===== config.mk =====
export PLATFORM = sky130hd
export DESIGN_NAME = mem_arbiter
export DESIGN_NICKNAME = d
export VERILOG_FILES = /design/src/rtl/mem_arbiter.sv
export SDC_FILE = /design/constraint.sdc
export NUM_CORES = 1
export LEC_CHECK = 0
export CORE_MARGIN = 2
export CORE_UTILIZATION = 40
export CTS_BUF_LIST = sky130_fd_sc_hd__clkbuf_16
export CTS_CLUSTER_DIAMETER = 40
export DETAILED_ROUTE_END_ITERATION = 8
export PLACE_DENSITY = 0.86
export SKIP_LAST_GASP = 1
export SYNTH_ARGS = -nofsm -noshare
export SYNTH_HDL_FRONTEND = slang
export SYNTH_SLANG_ARGS = --single-unit

===== constraint.sdc =====
create_clock -name clk -period 2.45 [get_ports clk]
set_input_delay 0.3675 -clock clk [delete_from_list [all_inputs] [get_ports clk]]
set_output_delay 0.3675 -clock clk [all_outputs]
set_load 0.02 [all_outputs]

===== src/rtl/mem_arbiter.sv =====
// Boot-time memory port arbiter: the loader owns the RAM port until the code image is mapped,
// then the CPU is released and CPU/debug requests share the port under round-robin arbitration.
module mem_arbiter #(
   parameter int ADDR_W    = 32,
   parameter int BOOT_HOLD = 2
) (
   input  logic              clk,
   input  logic              rst,
   input  logic              rom_mapped,
   input  logic [31:0]       first_instruction,
   output logic              mem_access,
   input  logic [ADDR_W-1:0] ldr_addr,
   input  logic [7:0]        ldr_data_in,
   input  logic              ldr_write_en,
   input  logic              cpu_req,
   input  logic              cpu_we,
   input  logic [ADDR_W-1:0] cpu_addr,
   input  logic [7:0]        cpu_wdata,
   input  logic              dbg_req,
   input  logic              dbg_we,
   input  logic [ADDR_W-1:0] dbg_addr,
   input  logic [7:0]        dbg_wdata,
   output logic              cpu_gnt,
   output logic              dbg_gnt,
   output logic              cpu_rvalid,
   output logic              dbg_rvalid,
   output logic [7:0]        rdata,
   output logic              mem_en,
   output logic              mem_we,
   output logic [ADDR_W-1:0] mem_addr,
   output logic [7:0]        mem_wdata,
   input  logic [7:0]        mem_rdata,
   output logic              cpu_start,
   output logic [31:0]       start_pc
);

   localparam int CNT_W = (BOOT_HOLD > 1) ? $clog2(BOOT_HOLD + 1) : 1;

   typedef enum logic [1:0] {
      ST_BOOT  = 2'd0,
      ST_HOLD  = 2'd1,
      ST_START = 2'd2,
      ST_RUN   = 2'd3
   } state_t;

   state_t            state_q, state_d;
   logic [CNT_W-1:0]  cnt_q, cnt_d;
   logic [31:0]       start_pc_q, start_pc_d;
   logic              last_dbg_q, last_dbg_d;
   logic              cpu_rv_q, dbg_rv_q;
   logic [ADDR_W-1:0] addr_hold_q;
   logic [7:0]        wdata_hold_q;
   logic              run_s, cpu_win_s, dbg_win_s;

   // Boot sequencing: next state, hold countdown and entry-PC capture
   always_comb begin
      state_d    = state_q;
      cnt_d      = cnt_q;
      start_pc_d = start_pc_q;
      case (state_q)
         ST_BOOT: begin
            if (rom_mapped) begin
               start_pc_d = first_instruction;
               if (BOOT_HOLD == 0) begin
                  state_d = ST_START;
               end else begin
                  state_d = ST_HOLD;
                  cnt_d   = CNT_W'(BOOT_HOLD);
               end
            end else begin
               state_d = ST_BOOT;
            end
         end
         ST_HOLD: begin
            // The transition fires as the counter reaches zero, so HOLD lasts BOOT_HOLD cycles
            if (cnt_q <= CNT_W'(1)) begin
               cnt_d   = {CNT_W{1'b0}};
               state_d = ST_START;
            end else begin
               cnt_d   = cnt_q - CNT_W'(1);
               state_d = ST_HOLD;
            end
         end
         ST_START: state_d = ST_RUN;
         ST_RUN:   state_d = ST_RUN;
         default:  state_d = ST_BOOT;
      endcase
   end

   // Round-robin arbitration; the last-winner bit breaks ties in favour of the other side
   always_comb begin
      run_s      = (state_q == ST_RUN) && !rst;
      cpu_win_s  = run_s && cpu_req && (!dbg_req || last_dbg_q);
      dbg_win_s  = run_s && dbg_req && (!cpu_req || !last_dbg_q);
      if (cpu_win_s) begin
         last_dbg_d = 1'b0;
      end else if (dbg_win_s) begin
         last_dbg_d = 1'b1;
      end else begin
         last_dbg_d = last_dbg_q;
      end
   end

   // RAM port mux: loader pass-through in BOOT, granted requester in RUN, otherwise idle with held address/data
   always_comb begin
      mem_en    = 1'b0;
      mem_we    = 1'b0;
      mem_addr  = addr_hold_q;
      mem_wdata = wdata_hold_q;
      if ((state_q == ST_BOOT) && !rst) begin
         mem_en    = ldr_write_en;
         mem_we    = ldr_write_en;
         mem_addr  = ldr_addr;
         mem_wdata = ldr_data_in;
      end else if (cpu_win_s) begin
         mem_en    = 1'b1;
         mem_we    = cpu_we;
         mem_addr  = cpu_addr;
         mem_wdata = cpu_wdata;
      end else if (dbg_win_s) begin
         mem_en    = 1'b1;
         mem_we    = dbg_we;
         mem_addr  = dbg_addr;
         mem_wdata = dbg_wdata;
      end else begin
         mem_en    = 1'b0;
      end
   end

   // State, counters, tie-break memory, read-tag pipeline and held RAM address/data
   always_ff @(posedge clk) begin
      if (rst) begin
         state_q      <= ST_BOOT;
         cnt_q        <= {CNT_W{1'b0}};
         start_pc_q   <= 32'd0;
         last_dbg_q   <= 1'b1;
         cpu_rv_q     <= 1'b0;
         dbg_rv_q     <= 1'b0;
         addr_hold_q  <= {ADDR_W{1'b0}};
         wdata_hold_q <= 8'd0;
      end else begin
         state_q      <= state_d;
         cnt_q        <= cnt_d;
         start_pc_q   <= start_pc_d;
         last_dbg_q   <= last_dbg_d;
         cpu_rv_q     <= cpu_win_s && !cpu_we;
         dbg_rv_q     <= dbg_win_s && !dbg_we;
         addr_hold_q  <= mem_addr;
         wdata_hold_q <= mem_wdata;
      end
   end

   assign mem_access = (state_q == ST_BOOT);
   assign cpu_gnt    = cpu_win_s;
   assign dbg_gnt    = dbg_win_s;
   assign cpu_rvalid = cpu_rv_q && !rst;
   assign dbg_rvalid = dbg_rv_q && !rst;
   assign rdata      = (cpu_rvalid || dbg_rvalid) ? mem_rdata : 8'd0;
   assign cpu_start  = (state_q == ST_START) && !rst;
   assign start_pc   = start_pc_q;

endmodule

==> Word level (Yosys, flattened, before mapping) <==
Cells that the tools add are included.
{ "totals": {"elab_cells": 61, "input_bits": 168, "regBits": 79, "out_inout_bits": 88} }
{ "classes": {"order_cmp": 1, "n_eq_ne": 4, "n_reduce_logical": 26, "muxes": 21, "addsub": 1} }
{ "ops": {"columns": ["cell", "count"], "rows": [
  ["$mux 32", 3],
  ["$mux 8", 4],
  ["$logic_and 1x1->1", 11],
  ["$mux 1", 9],
  ["$logic_not 1->1", 6],
  ["$mux 2", 3],
  ["$pmux 2 s3", 1],
  ["$eq 2x2->1 const B", 2],
  ["$pmux 2 s2", 1],
  ["$reduce_and 2->1", 2],
  ["$reduce_bool 2->1", 2],
  ["$logic_or 1x1->1", 3],
  ["$eq 2x1->1 const B", 1],
  ["$le 2x1->1 const B", 1],
  ["$logic_not 2->1", 1],
  ["$ne 2x2->1 const B", 1],
  ["$reduce_or 2->1", 1],
  ["$sub 2x1->2 const B", 1]
]} }

==> Logic depth before layout (Yosys ltp) <==
{ "logic_depth": {"word_depth": 7, "mapped_depth": 8, "mapped_depth_nobuf": 5} }

==> Worst setup path after synthesis <==
OpenSTA, ideal clock, no wires.
{ "synth_timing": {"path_type": "input to output", "startpoint": "input port rst", "endpoint": "output port mem_addr[30]", "slack_ps": 248, "path_buffers": 3, "arrival_ps": 1835, "path_stages": 8, "required_ps": 2082, "path_cell_list": "buf_6 > and3b_1 > buf_4 > nand3b_4 > clkinv_2 > buf_6 > a211oi_2 > o31ai_1"} }
{ "synth_via": {"elab_cells_between_ends": 10, "cone_classes": "3 x mux; 7 x reduce/logical"} }
{ "synth_lines": {"columns": ["element", "line_no", "rtl"], "rows": [
  ["start: declaration", "8", "input logic rst,"],
  ["$logic_not 1->1", "92", "run_s = (state_q == ST_RUN) && !rst;"],
  ["$logic_and 1x1->1", "92", null],
  ["$logic_and 1x1->1 (2 in a row)", "93", "cpu_win_s = run_s && cpu_req && (!dbg_req || last_dbg_q);"],
  ["via cpu_gnt", "23", "output logic cpu_gnt,"],
  ["$mux 32", "115", "end else if (cpu_win_s) begin"],
  ["$mux 32", "110", "if ((state_q == ST_BOOT) && !rst) begin"],
  ["end: declaration", "30", "output logic [ADDR_W-1:0] mem_addr,"]
]} }
The timed path passes the listed nets, and every way through them passes these cells.

==> Final worst setup path <==
{ "layout_timing": {"startpoint": "input port rst", "endpoint": "output port mem_addr[25]"} }
{ "layout_via": {"elab_chain_len": 7, "elab_cells_between_ends": 10, "cone_classes": "3 x mux; 7 x reduce/logical"} }
{ "layout_rtl": {"columns": ["element", "line_no", "rtl"], "rows": [
  ["$logic_not 1->1 (*)", "92, 110", null],
  ["$logic_and 1x1->1", "92", null],
  ["$logic_and 1x1->1 (2 in a row)", "94", "dbg_win_s = run_s && dbg_req && (!cpu_req || !last_dbg_q);"],
  ["$mux 32", "120", "end else if (dbg_win_s) begin"],
  ["$mux 32", "115", null],
  ["$mux 32 (*)", "110", null]
]} }
Mark *: on every way between the ends. The rest lies on a longest branch, timed or not.

==> impl_results.md <==
- Syn Std Cell Area: 4160 µm²
- Seq/Total Area, Yosys: 38.0%
- Worst vdd ir: 0.309 mV
- DR WL/cell: 16.6 µm
- Chip height: 106 µm
- DR WL met3: 1.02 mm
- Register area: 1580 µm²
- Clock Root Buffer: clkbuf_16
- R2r setup slk: 0.55 ns
- Fin crit period: 2.41 ns
- CTS Sinks: 79
- H-tree depth: 3
- Total congestion overflow: 0
- MaxCap Viol Count: 0
- Core ar.: 10200 µm²
- Vias in the first global route: 5423
- Synth Register Bits: 79
- Max-slew violations: 0
- Final setup vio count: 0
- Routed vias/inst: 5.28
- Final Skew: 0.00538 ns
- Die ar.: 11200 µm²
- Post-detailed-route count of antenna-violating nets: 0
- Worst path arrival time: 2.04 ns
- First-pass iteration count of the detailed router: 5
- Clock Path Buffers: 2
- Post-Place Cell Area: 7620 µm²
- Number of enable flip-flop cells after synthesis: 0
- Rows: 37
- RR Startpoint: state_q[0]$_SDFF_PP0_
- Hold/Removal Path Class: reg -> reg
- Crit-path max FO: 12
- Detailed-route via count: 5264
- Routed WL: 16.5 mm
- Distinct cell type count after synthesis: 31
- Slew @ Worst Pin: 0.318 ns
- Worst-path clk slew: 0.07 ns
- Nets: 1023
- Reg2reg end: addr_hold_q[9]$_SDFF_PP0_
- Crit. End Element: primary output
- Syn_nets: 677
- Crit path launch: rst
- Die span in x: 106 µm
- Iteration-0 DRC Markers: 296
- CTS tree: done
- Ys async rst share: 0%
- Top Metal Used: met4
- Tot GR Track Use: 28.2%
- Crit path capture: mem_addr[25]
- CP Launch Type: input pin
- CTS Buf Count: 9
- Final design area excluding fillers: 8060 µm²
- Total negative slack: 0 ns
- Layout cells sized above 1: 28.5%
- Cells after synthesis: 509
- Fill cells: 688
- Initial Util: 40.7%
- WL met1: 6.19 mm
- Final HPWL from detailed placement: 12.0 mm
- Post-Syn Area per Cell: 8.17 µm²
- Clock latency on the worst-skew pair: 0.33 ns
- Antenna violations before repair: 1
- Slew headroom: 78.8%
- Reg2reg path depth: 8
- Area delta synth->final: 93.8%
- Largest net degree at the start of global routing: 42
- RD Place Congestion: 0.842
- Fmax: 416 MHz
- Detailed-route DRC error count: 0
- Count of input and output buffers: 255
- RSZ-0062 raised after global routing: true
- Most used DFF post-synth: dfxtp_1
- Fin crit share: 98.2%
- Setup Crit Path Kind: in -> out
- Cells on Worst Hold Path: 2
- Top Ports: 256
- Static leakage: 0.00351 µW
- Syn. warnings: 0
- CP required: 2.08 ns
- Routed length on met2: 8.72 mm
- PD cells: 529 nW/µm²
- Area of the multi-input gates: 2440 µm²
- Endpoints failing hold: 0
- First-pass GRT wire length: 25.4 mm
- CTS Hold Bufs: 0
- Status: completed
## power by group
| part | internal, µW | leakage, µW | switching (µW) |
|---|---|---|---|
| sequential | 1420 | 0.000652 | 69.4 |
| clock | 801 | 0.000139 | 572 |
| combinational | 737 | 0.00271 | 672 |
## state kept, by name, indices dropped and copies added (netlist names)
name	flops
addr_hold_q	32
cnt_q	2
cpu_rv_q	1
dbg_rv_q	1
last_dbg_q	1
start_pc	32
state_q	2
wdata_hold_q	8
## cells in the mapped netlist (all sizes together), types with 2 or more instances
master,instances,share of area [%]
nand2,108,9.8
o31ai,80,14
dfxtp,79,38
nor2,48,4.3
a211oi,41,12
and3,40,6.0
a21oi,35,4.2
buf,27,4.4
clkbuf,21,1.9
nor2b,12,1.8
inv,2,0.18
nand3,2,0.24
o21ai,2,0.24
## cell type report
type / instances / share of cell area (%)
Timing Repair Buffer: 383 / 44.0
Multi-Input combinational cell: 379 / 30.3
Sequential cell: 79 / 19.6
Clock buffer: 9 / 2.79
Tap cell: 136 / 2.11
Clock inverter: 7 / 0.978
Inverter: 3 / 0.202
Antenna cell: 1 / 0.0310
## worst min-delay path by stage
stage | to | startpoint
finish | start_pc[26]$_SDFFE_PP0P_ | start_pc[26]$_SDFFE_PP0P_
global route | start_pc[13]$_SDFFE_PP0P_ | start_pc[13]$_SDFFE_PP0P_
CTS | start_pc[26]$_SDFFE_PP0P_ | start_pc[26]$_SDFFE_PP0P_
detailed placement | start_pc[26]$_SDFFE_PP0P_ | start_pc[26]$_SDFFE_PP0P_
global placement | start_pc[14]$_SDFFE_PP0P_ | start_pc[14]$_SDFFE_PP0P_
floorplan | cpu_rv_q$_SDFF_PP0_ | cpu_we
## logic make-up (layout without fill, tap and decap cells)
kind of cell | count (synthesis) | count (layout) | synth area share (%)
simple gates | 217 | 217 | 23.8
other cells | 0 | 1 | 0
flops | 79 | 79 | 38.0
compound gates | 162 | 162 | 31.6
buf+inv | 51 | 402 | 6.59
## stage by stage
step	instances	hold WS, ns	setup WS, ns	util [%]	total power [µW]
finish	997	0.456	0.0434	78.8	4270
global placement	969	0.442	-0.623	74.4	2900
detailed placement	969	0.452	-0.656	74.4	2940
floorplan	509	0.440	0.248	-	2140
CTS	993	0.459	-0.0516	78.6	4260
global route	997	0.470	-0.0335	78.8	4440
## layer usage
metal  GRT usage (%)  vias up
met4            11.8        0
met5               0        -
li1                -     2526
met3            5.64       46
met2            55.1      228
met1            28.9     2464
## what timing repair did
item                                    4_1_cts  5_1_grt
gates cloned                                  2        1
endpoints found under the setup margin       54       41
setup buffers                                 6        2
pin swaps                                     7        3
gates resized for setup                     201       48
## critical path, cell delays in order
cell,delay (ns)
dlygate4sd2_1,0.25
and3b_2,0.30
buf_12,0.14
nand3b_4,0.12
clkinv_4,0.12
buf_12,0.15
a211oi_2,0.05
o31ai_1,0.30
buf_2,0.23
## placed cells by master, fill, tap and decap left out, types with 31 or more instances in the layout
cell type	n
and3_1	39
a21oi_1	35
o31ai_1	71
nor2_1	47
clkdlybuf4s50_1	207
buf_4	114
dfxtp_1	77
nand2_1	107
buf_2	31
a211oi_2	34
No activity file was read; power rests on OpenSTA's default activity.
